`src/rtl/seq_calculator.sv`:
```
// Four-function unsigned calculator with start/done handshake; mul/div iterate one bit per cycle.
// Define CALC_REM_EN to add the registered remainder output rem.
module seq_calculator #(
  parameter int W = 4
) (
  input  logic           clk,
  input  logic           rst_n,
  input  logic           start,
  input  logic [1:0]     op,
  input  logic [W-1:0]   a,
  input  logic [W-1:0]   b,
  output logic           busy,
  output logic           done,
  output logic [2*W-1:0] result,
`ifdef CALC_REM_EN
  output logic           div_by_zero,
  output logic [W-1:0]   rem
`else
  output logic           div_by_zero
`endif
);

  localparam int CW = $clog2(W + 1);
  localparam logic [1:0] OP_ADD = 2'b00;
  localparam logic [1:0] OP_SUB = 2'b01;
  localparam logic [1:0] OP_MUL = 2'b10;
  localparam logic [1:0] OP_DIV = 2'b11;

  typedef enum logic [1:0] {IDLE, EXEC, ITER, DONE} state_t;

  state_t         state, state_nxt;
  logic [CW-1:0]  count;
  logic           accept;
  state_t         launch;

  logic [1:0]     op_r;
  logic [W-1:0]   a_r, b_r;
  logic [2*W-1:0] acc, mcand;
  logic [W-1:0]   mplier;
  logic [W-1:0]   part, quo;

  logic [W:0]     div_trial, div_diff;
  logic           div_ge;

  assign busy   = (state == EXEC) || (state == ITER);
  assign done   = (state == DONE);
  assign accept = start && !busy;

  // Division by zero short-circuits straight to the finalise state.
  assign launch = (op[1] && !(op[0] && (b == '0))) ? ITER : EXEC;

  always_comb begin
    state_nxt = state;
    case (state)
      IDLE:    if (start) state_nxt = launch;
      ITER:    if (count == CW'(W - 1)) state_nxt = EXEC;
      EXEC:    state_nxt = DONE;
      DONE:    state_nxt = start ? launch : IDLE;
      default: state_nxt = IDLE;
    endcase
  end

  always_comb begin
    div_trial = {part, quo[W-1]};
    div_diff  = div_trial - {1'b0, b_r};
    div_ge    = (div_trial >= {1'b0, b_r});
  end

  always_ff @(posedge clk or negedge rst_n) begin
    if (!rst_n) begin
      state <= IDLE;
      count <= '0;
    end else begin
      state <= state_nxt;
      if (accept)
        count <= '0;
      else if (state == ITER)
        count <= count + 1'b1;
    end
  end

  // Operand capture and iteration engines; data only, no reset needed.
  always_ff @(posedge clk) begin
    if (accept) begin
      op_r   <= op;
      a_r    <= a;
      b_r    <= b;
      acc    <= '0;
      mcand  <= {{W{1'b0}}, a};
      mplier <= b;
      part   <= '0;
      quo    <= a;
    end else if (state == ITER) begin
      if (op_r == OP_MUL) begin
        if (mplier[0])
          acc <= acc + mcand;
        mcand  <= mcand << 1;
        mplier <= mplier >> 1;
      end else begin
        part <= div_ge ? div_diff[W-1:0] : div_trial[W-1:0];
        quo  <= {quo[W-2:0], div_ge};
      end
    end
  end

  // Finalise: outputs only move here, on accept (flag clear) or on reset.
  always_ff @(posedge clk or negedge rst_n) begin
    if (!rst_n) begin
      result      <= '0;
      div_by_zero <= 1'b0;
`ifdef CALC_REM_EN
      rem         <= '0;
`endif
    end else if (accept) begin
      div_by_zero <= 1'b0;
    end else if (state == EXEC) begin
`ifdef CALC_REM_EN
      rem <= '0;
`endif
      case (op_r)
        OP_ADD: result <= {{W{1'b0}}, a_r} + {{W{1'b0}}, b_r};
        OP_SUB: result <= {{W{1'b0}}, a_r} - {{W{1'b0}}, b_r};
        OP_MUL: result <= acc;
        default: begin
          if (b_r == '0) begin
            result      <= '1;
            div_by_zero <= 1'b1;
`ifdef CALC_REM_EN
            rem         <= a_r;
`endif
          end else begin
            result <= {{W{1'b0}}, quo};
`ifdef CALC_REM_EN
            rem    <= part;
`endif
          end
        end
      endcase
    end
  end

endmodule

```
`config.mk`:
```
export PLATFORM = sky130hd
export DESIGN_NAME = seq_calculator
export DESIGN_NICKNAME = d
export VERILOG_FILES = /design/src/rtl/seq_calculator.sv
export SDC_FILE = /design/constraint.sdc
export NUM_CORES = 1
export LEC_CHECK = 0
export ABC_AREA = 1
export CAP_MARGIN = 20
export CORE_MARGIN = 5
export CORE_UTILIZATION = 57
export CTS_CLUSTER_SIZE = 20
export DETAILED_ROUTE_END_ITERATION = 6
export PLACE_DENSITY = 0.78
export SETUP_SLACK_MARGIN = 0.5
export SLEW_MARGIN = 15
export SYNTH_ARGS = -nofsm -noshare
export SYNTH_HDL_FRONTEND = slang
export SYNTH_SLANG_ARGS = --single-unit
```
`constraint.sdc`:
```
create_clock -name clk -period 2.5 [get_ports clk]
set_input_delay 0.5 -clock clk [delete_from_list [all_inputs] [get_ports clk]]
set_output_delay 0.5 -clock clk [all_outputs]
set_load 0.05 [all_outputs]
```
======== Yosys cells after proc, flatten, opt, wreduce, memory -nomap -nowiden ========
Cells that the tools add are included.
storage, ports and cells
  flip-flop bits (word level) ............. 52
  bits in latches ......................... 0
  RAM bits ................................ 0
  bits in read-only memories .............. 0
  input bits .............................. 13
  output and inout bits ................... 11
  word-level logic and storage cells ...... 77
  memories kept ........................... 0
cells by class
  add/subtract/negate cells ............... 5
  multipliers ............................. 0
  divide/modulo/power cells ............... 0
  magnitude comparators ................... 1
  eq/ne operators ......................... 10
  shift-type cells ........................ 0
  mux-type cells .......................... 23
  bitwise gates (word level) .............. 2
  reduce and logical (&&, ||, !) cells .... 23
operators by type and width
  cell                 number
  $mux 4               10
  $pmux 8 s3           1
  $reduce_and 2->1     6
  $add 8x8->8          1
  $logic_not 4->1      2
  $mux 2               4
  $mux 8               1
  $pmux 2 s4           1
  $reduce_bool 2->1    4
  $eq 2x2->1 const B   3
  $mux 3               2
  $reduce_and 3->1     2
  $add 4x4->5          1
  $ge 5x4->1           1
  $sub 4x4->5          1
  $eq 2x1->1 const B   2
  $logic_not 2->1      2
  $mux 1               4
  $ne 2x1->1 const B   2
  $ne 2x2->1 const B   2
  $sub 4x4->4          1
  $add 3x1->3 const B  1
  $eq 3x2->1 const B   1
  $logic_and 1x1->1    3
  4 further kinds      6

======== Depth between registers and ports, before layout ========
  depth after elaboration ................. 7
  depth in mapped cells ................... 11
  gate-level depth less buffers ........... 11

======== Worst setup path before layout ========
Ideal clock, no wire load.
  kind .................................... register to register
  from .................................... reg state[0]
  to ...................................... reg quo[2], data pin
  library setup time ...................... 283 ps
  arrival ................................. 1862 ps
  data required time ...................... 2217 ps
  slack ................................... 355 ps
  cell stages (with the launch flop) ...... 6
  path buffers ............................ 1
  period minus slack after synthesis ...... 2145 ps
  path through ............................ dfrtp_1 -> inv_1 -> ha_1 -> nor2_4 -> clkbuf_1 -> o21ai_0
between the ends
  longest elaborated chain between the ends .. 5
  elaborated cells between the ends (all ways) .. 6
  those cells by class .................... eq/ne (2); mux (1); reduce/logical (3)
ends and longest elaborated chain
  element                                   line  RTL
  from (decl)                               31    state_t state, state_nxt;
  from (signal assigned)                    74    state <= state_nxt;
  $eq 2x1->1 or $eq 2x2->1 (tied branches)  45    assign busy = (state == EXEC) || (state == ITER);
  $logic_or 1x1->1 (*)                      45
  named net busy                            12    output logic busy,
  $logic_not 1->1 (*)                       47    assign accept = start && !busy;
  $logic_and 1x1->1 (*)                     47
  named net accept                          33    logic accept;
  $mux 4 (*)                                84    if (accept) begin
  to (signal assigned)                      101   quo <= {quo[W-2:0], div_ge};
  to (decl)                                 40    logic [W-1:0] part, quo;
The timed path passes the listed nets; every way through them passes the cells marked *.
A chain may end at the register's enable or synchronous reset.

======== Worst setup path in the final report ========
  from .................................... reg state[1]
  to ...................................... out busy
between the ends
  longest elaborated chain between the ends .. 2
  elaborated cells between the ends (all ways) .. 3
  those cells by class .................... eq/ne (2); reduce/logical (1)
ends and longest elaborated chain
  element                                   line
  $eq 2x1->1 or $eq 2x2->1 (tied branches)  45
  $logic_or 1x1->1 (*)                      45
  to (decl)                                 12
Mark *: on every way between the ends. The rest lies on a longest branch, timed or not.

==> summary.txt <==
Run status
  • Run status: finished clean

Yosys
  • Sequential share of the synthesized area: a little over two fifths
  • Synth unique cells: 32
  • Most used DFF post-synth: edfxtp_1
  • Register bit total from synthesis: 52
  • Post-synthesis net count: 409
  • Commonest cells in the netlist: nand2_1, inv_1, nor2_1
  • EDFF count, synth: 22
  • Ys async rst share: 26.9%
  • Area contributors post-synth: edfxtp_1, dfrtp_1, nand2_1, ha_1, dfxtp_1
  • Post-Syn Area: 0.00304 mm²
  • Cell with the most instances after synthesis: nand2_1
  • Leading area contributor after synthesis: edfxtp_1
  • Synthesized instance count: ~370
  • YS warnings: 0
  • Synth top area share: approximately 22%
  • Synth Area per Inst: approximately 8.3 µm²

Global routing
  • Vias in the first global route: 2,451
  • First-pass GRT wire length: 11.4 mm
  • Grt total ovfl: 0
  • Largest net degree at the start of global routing: 28
  • Overall global routing resource usage: around a fifth
  • Initial antenna violation count: 0

Timing
  • RSZ-0062 raised after global routing: no
  • Crit path time final: just under 2 ns
  • Final Skew: roughly 0.0091 ns
  • Fin crit share: between 70 and 80%
  • Final setup violation count: 0
  • Worst-Margin Slew: ~0.67 ns
  • Worst slew margin: between 50% and 60%
  • Fmax achieved: between 500 and 600 MHz
  • Final Hold Viols: 0
  • Final Slew Violations: 0
  • Setup TNS Final: 0 ns
  • Fin Hold WS: slightly below 0.5 ns

Drt
  • Number of remaining DRC errors: 0
  • Pre-antenna DRT Iters: 5
  • Via density: about 5.4
  • Initial DRC Count: about 190
  • Antenna-violating nets left: 0
  • Routed WL: around 6.7 mm
  • Routed WL per cell: between 10 and 15 µm
  • DR vias: between 2,000 and 3,000

Clock tree
  • Bufs on Longest Clock Path: 2
  • Clk_lat worst skew: ~0.31 ns
  • Clk sink count: 52
  • Worst-path clk slew: ~0.1 ns
  • Hold buffer count at CTS: 0
  • Num CTS Buffers: 5
  • H-Tree Depth: 2
  • CTS tree: done
  • CTS Root Cell: clkbuf_8

Critical path
  • CP arrival: around 1.4 ns
  • Critical path required time: about 2 ns
  • Setup CP Type: reg -> out
  • Critical path launch point type: register
  • Critical Path End Type: output port
  • Worst-path maximum fanout: 4

Layout
  • Final Instance Count excl. Fillers: 464
  • Layout cells sized above 1: 5.84%
  • Area Growth Syn to Fin: 13.8%
  • Diode count: 0
  • Final #Nets: about 440
  • Filler Cells Inserted: 463

Placement
  • HPWL after detailed placement: about 5.1 mm
  • PortBufs: 23
  • Placer Congestion: a little over 0.9
  • Placed insts: 454

Die
  • Die width: a little over 80 µm
  • Core ar.: between 0.005 and 0.006 mm²
  • Die height: 83.0 µm
  • Die area: 0.00689 mm²
  • Count of standard-cell rows: 26
  • Starting density of the core: approximately three fifths
  • Io pins: 24

Pwr
  • Pleak: roughly 1.8 nW
  • Worst IR drop on VDD: around 0.00085 V
  • Power density cells: ~1400 mW/mm²

Hold path
  • Hold WC Path Type: reg -> reg

Flow run
  • Max-Cap Viols: 0
-- critical path: stages, from the launching register on --
cell	delay (ns)
dfrtp_1	0.38
inv_1	0.10
ha_2	0.37
clkbuf_2	0.28
-- layer usage --
metal / global-route usage, % / part of all wire, %
met1: 25.9 / 46
met2: 34.2 / 50
met3: 3.47 / 3.6
met4: 6.24 / 1.1
met5: 0 / 0
-- path summary, 6_finish.rpt --
check / cells after the start / end / slack [ns] / from
worst max-delay path: 3 / busy / 0.57 / state[1]
worst min-delay path: 2 / result[3] / 0.49 / result[3]
worst max register to register: 6 / mplier[1] / 0.65 / state[0]
worst min register to register: 2 / result[3] / 0.49 / result[3]
max in group asynchronous: 1 / result[6] / 1.48 / rst_n
min in group asynchronous: 1 / result[3] / 0.59 / rst_n
-- cells by family after synthesis --
logic type,share of synthesized area (%)
compound gates,8.03
xor+xnor,1.73
fa+ha+maj,13.3
buf+inv,7.66
flops,43.8
simple gates,25.4
-- cell type report --
class | instances | area, µm² | area share, %
clock buffer | 6 | 82.6 | 2.39
sequential | 52 | 1330 | 38.5
timing repair buffer | 27 | 273 | 7.89
inverter | 49 | 189 | 5.47
clock inverter | 2 | 15.0 | 0.434
multi-input combinational | 258 | 1480 | 42.8
tap | 70 | 87.6 | 2.53
-- layout by cell type, fill, tap and decap left out, types with 4 or more instances in the layout --
master	count
nor2_1	44
fa_1	4
inv_1	47
clkbuf_8	6
o21ai_0	20
buf_4	4
clkdlybuf4s50_1	12
edfxtp_1	22
nand4_1	6
dlymetal6s2s_1	8
nand2_1	86
dfrtp_1	14
dfxtp_1	16
nand3_1	29
ha_1	25
a21oi_1	17
-- sequential cells by signal, indices dropped and copies added, names as in the netlist --
register and cells:
div_by_zero 1, a_r 4, mcand 8, result 8
mplier 4, part 4, state 2, count 3
acc 8, quo 4, b_r 4, op_r 2
-- power breakdown --
| group | internal [mW] | switching [mW] |
|---|---|---|
| logic | 0.888 | 1.70 |
| clock network | 0.225 | 0.283 |
| registers | 1.36 | 0.283 |
| total | 2.47 | 2.26 |
-- per-stage QoR --
step                      util [%]  cell area [µm²]  power, mW  setup slack (ns)
after floorplan                  -             3040       3.52             0.555
after global placement        64.8             3330       4.13             0.405
after detailed placement      64.8             3330       4.23             0.365
after CTS                     66.6             3420       4.73             0.317
after global routing          67.2             3460       5.13             0.515
final                         67.2             3460       4.74             0.574
-- timing repair --
| item | CTS | global route |
|---|---|---|
| gates resized for setup | 3 | 11 |
| buffers inserted | 0 | 2 |
| setup endpoints to repair | 3 | 21 |
| endpoints found under the hold margin | 0 | 0 |
| cloned | 0 | 0 |
| pin swaps | 0 | 0 |
Power figures use the tool's default switching activity.
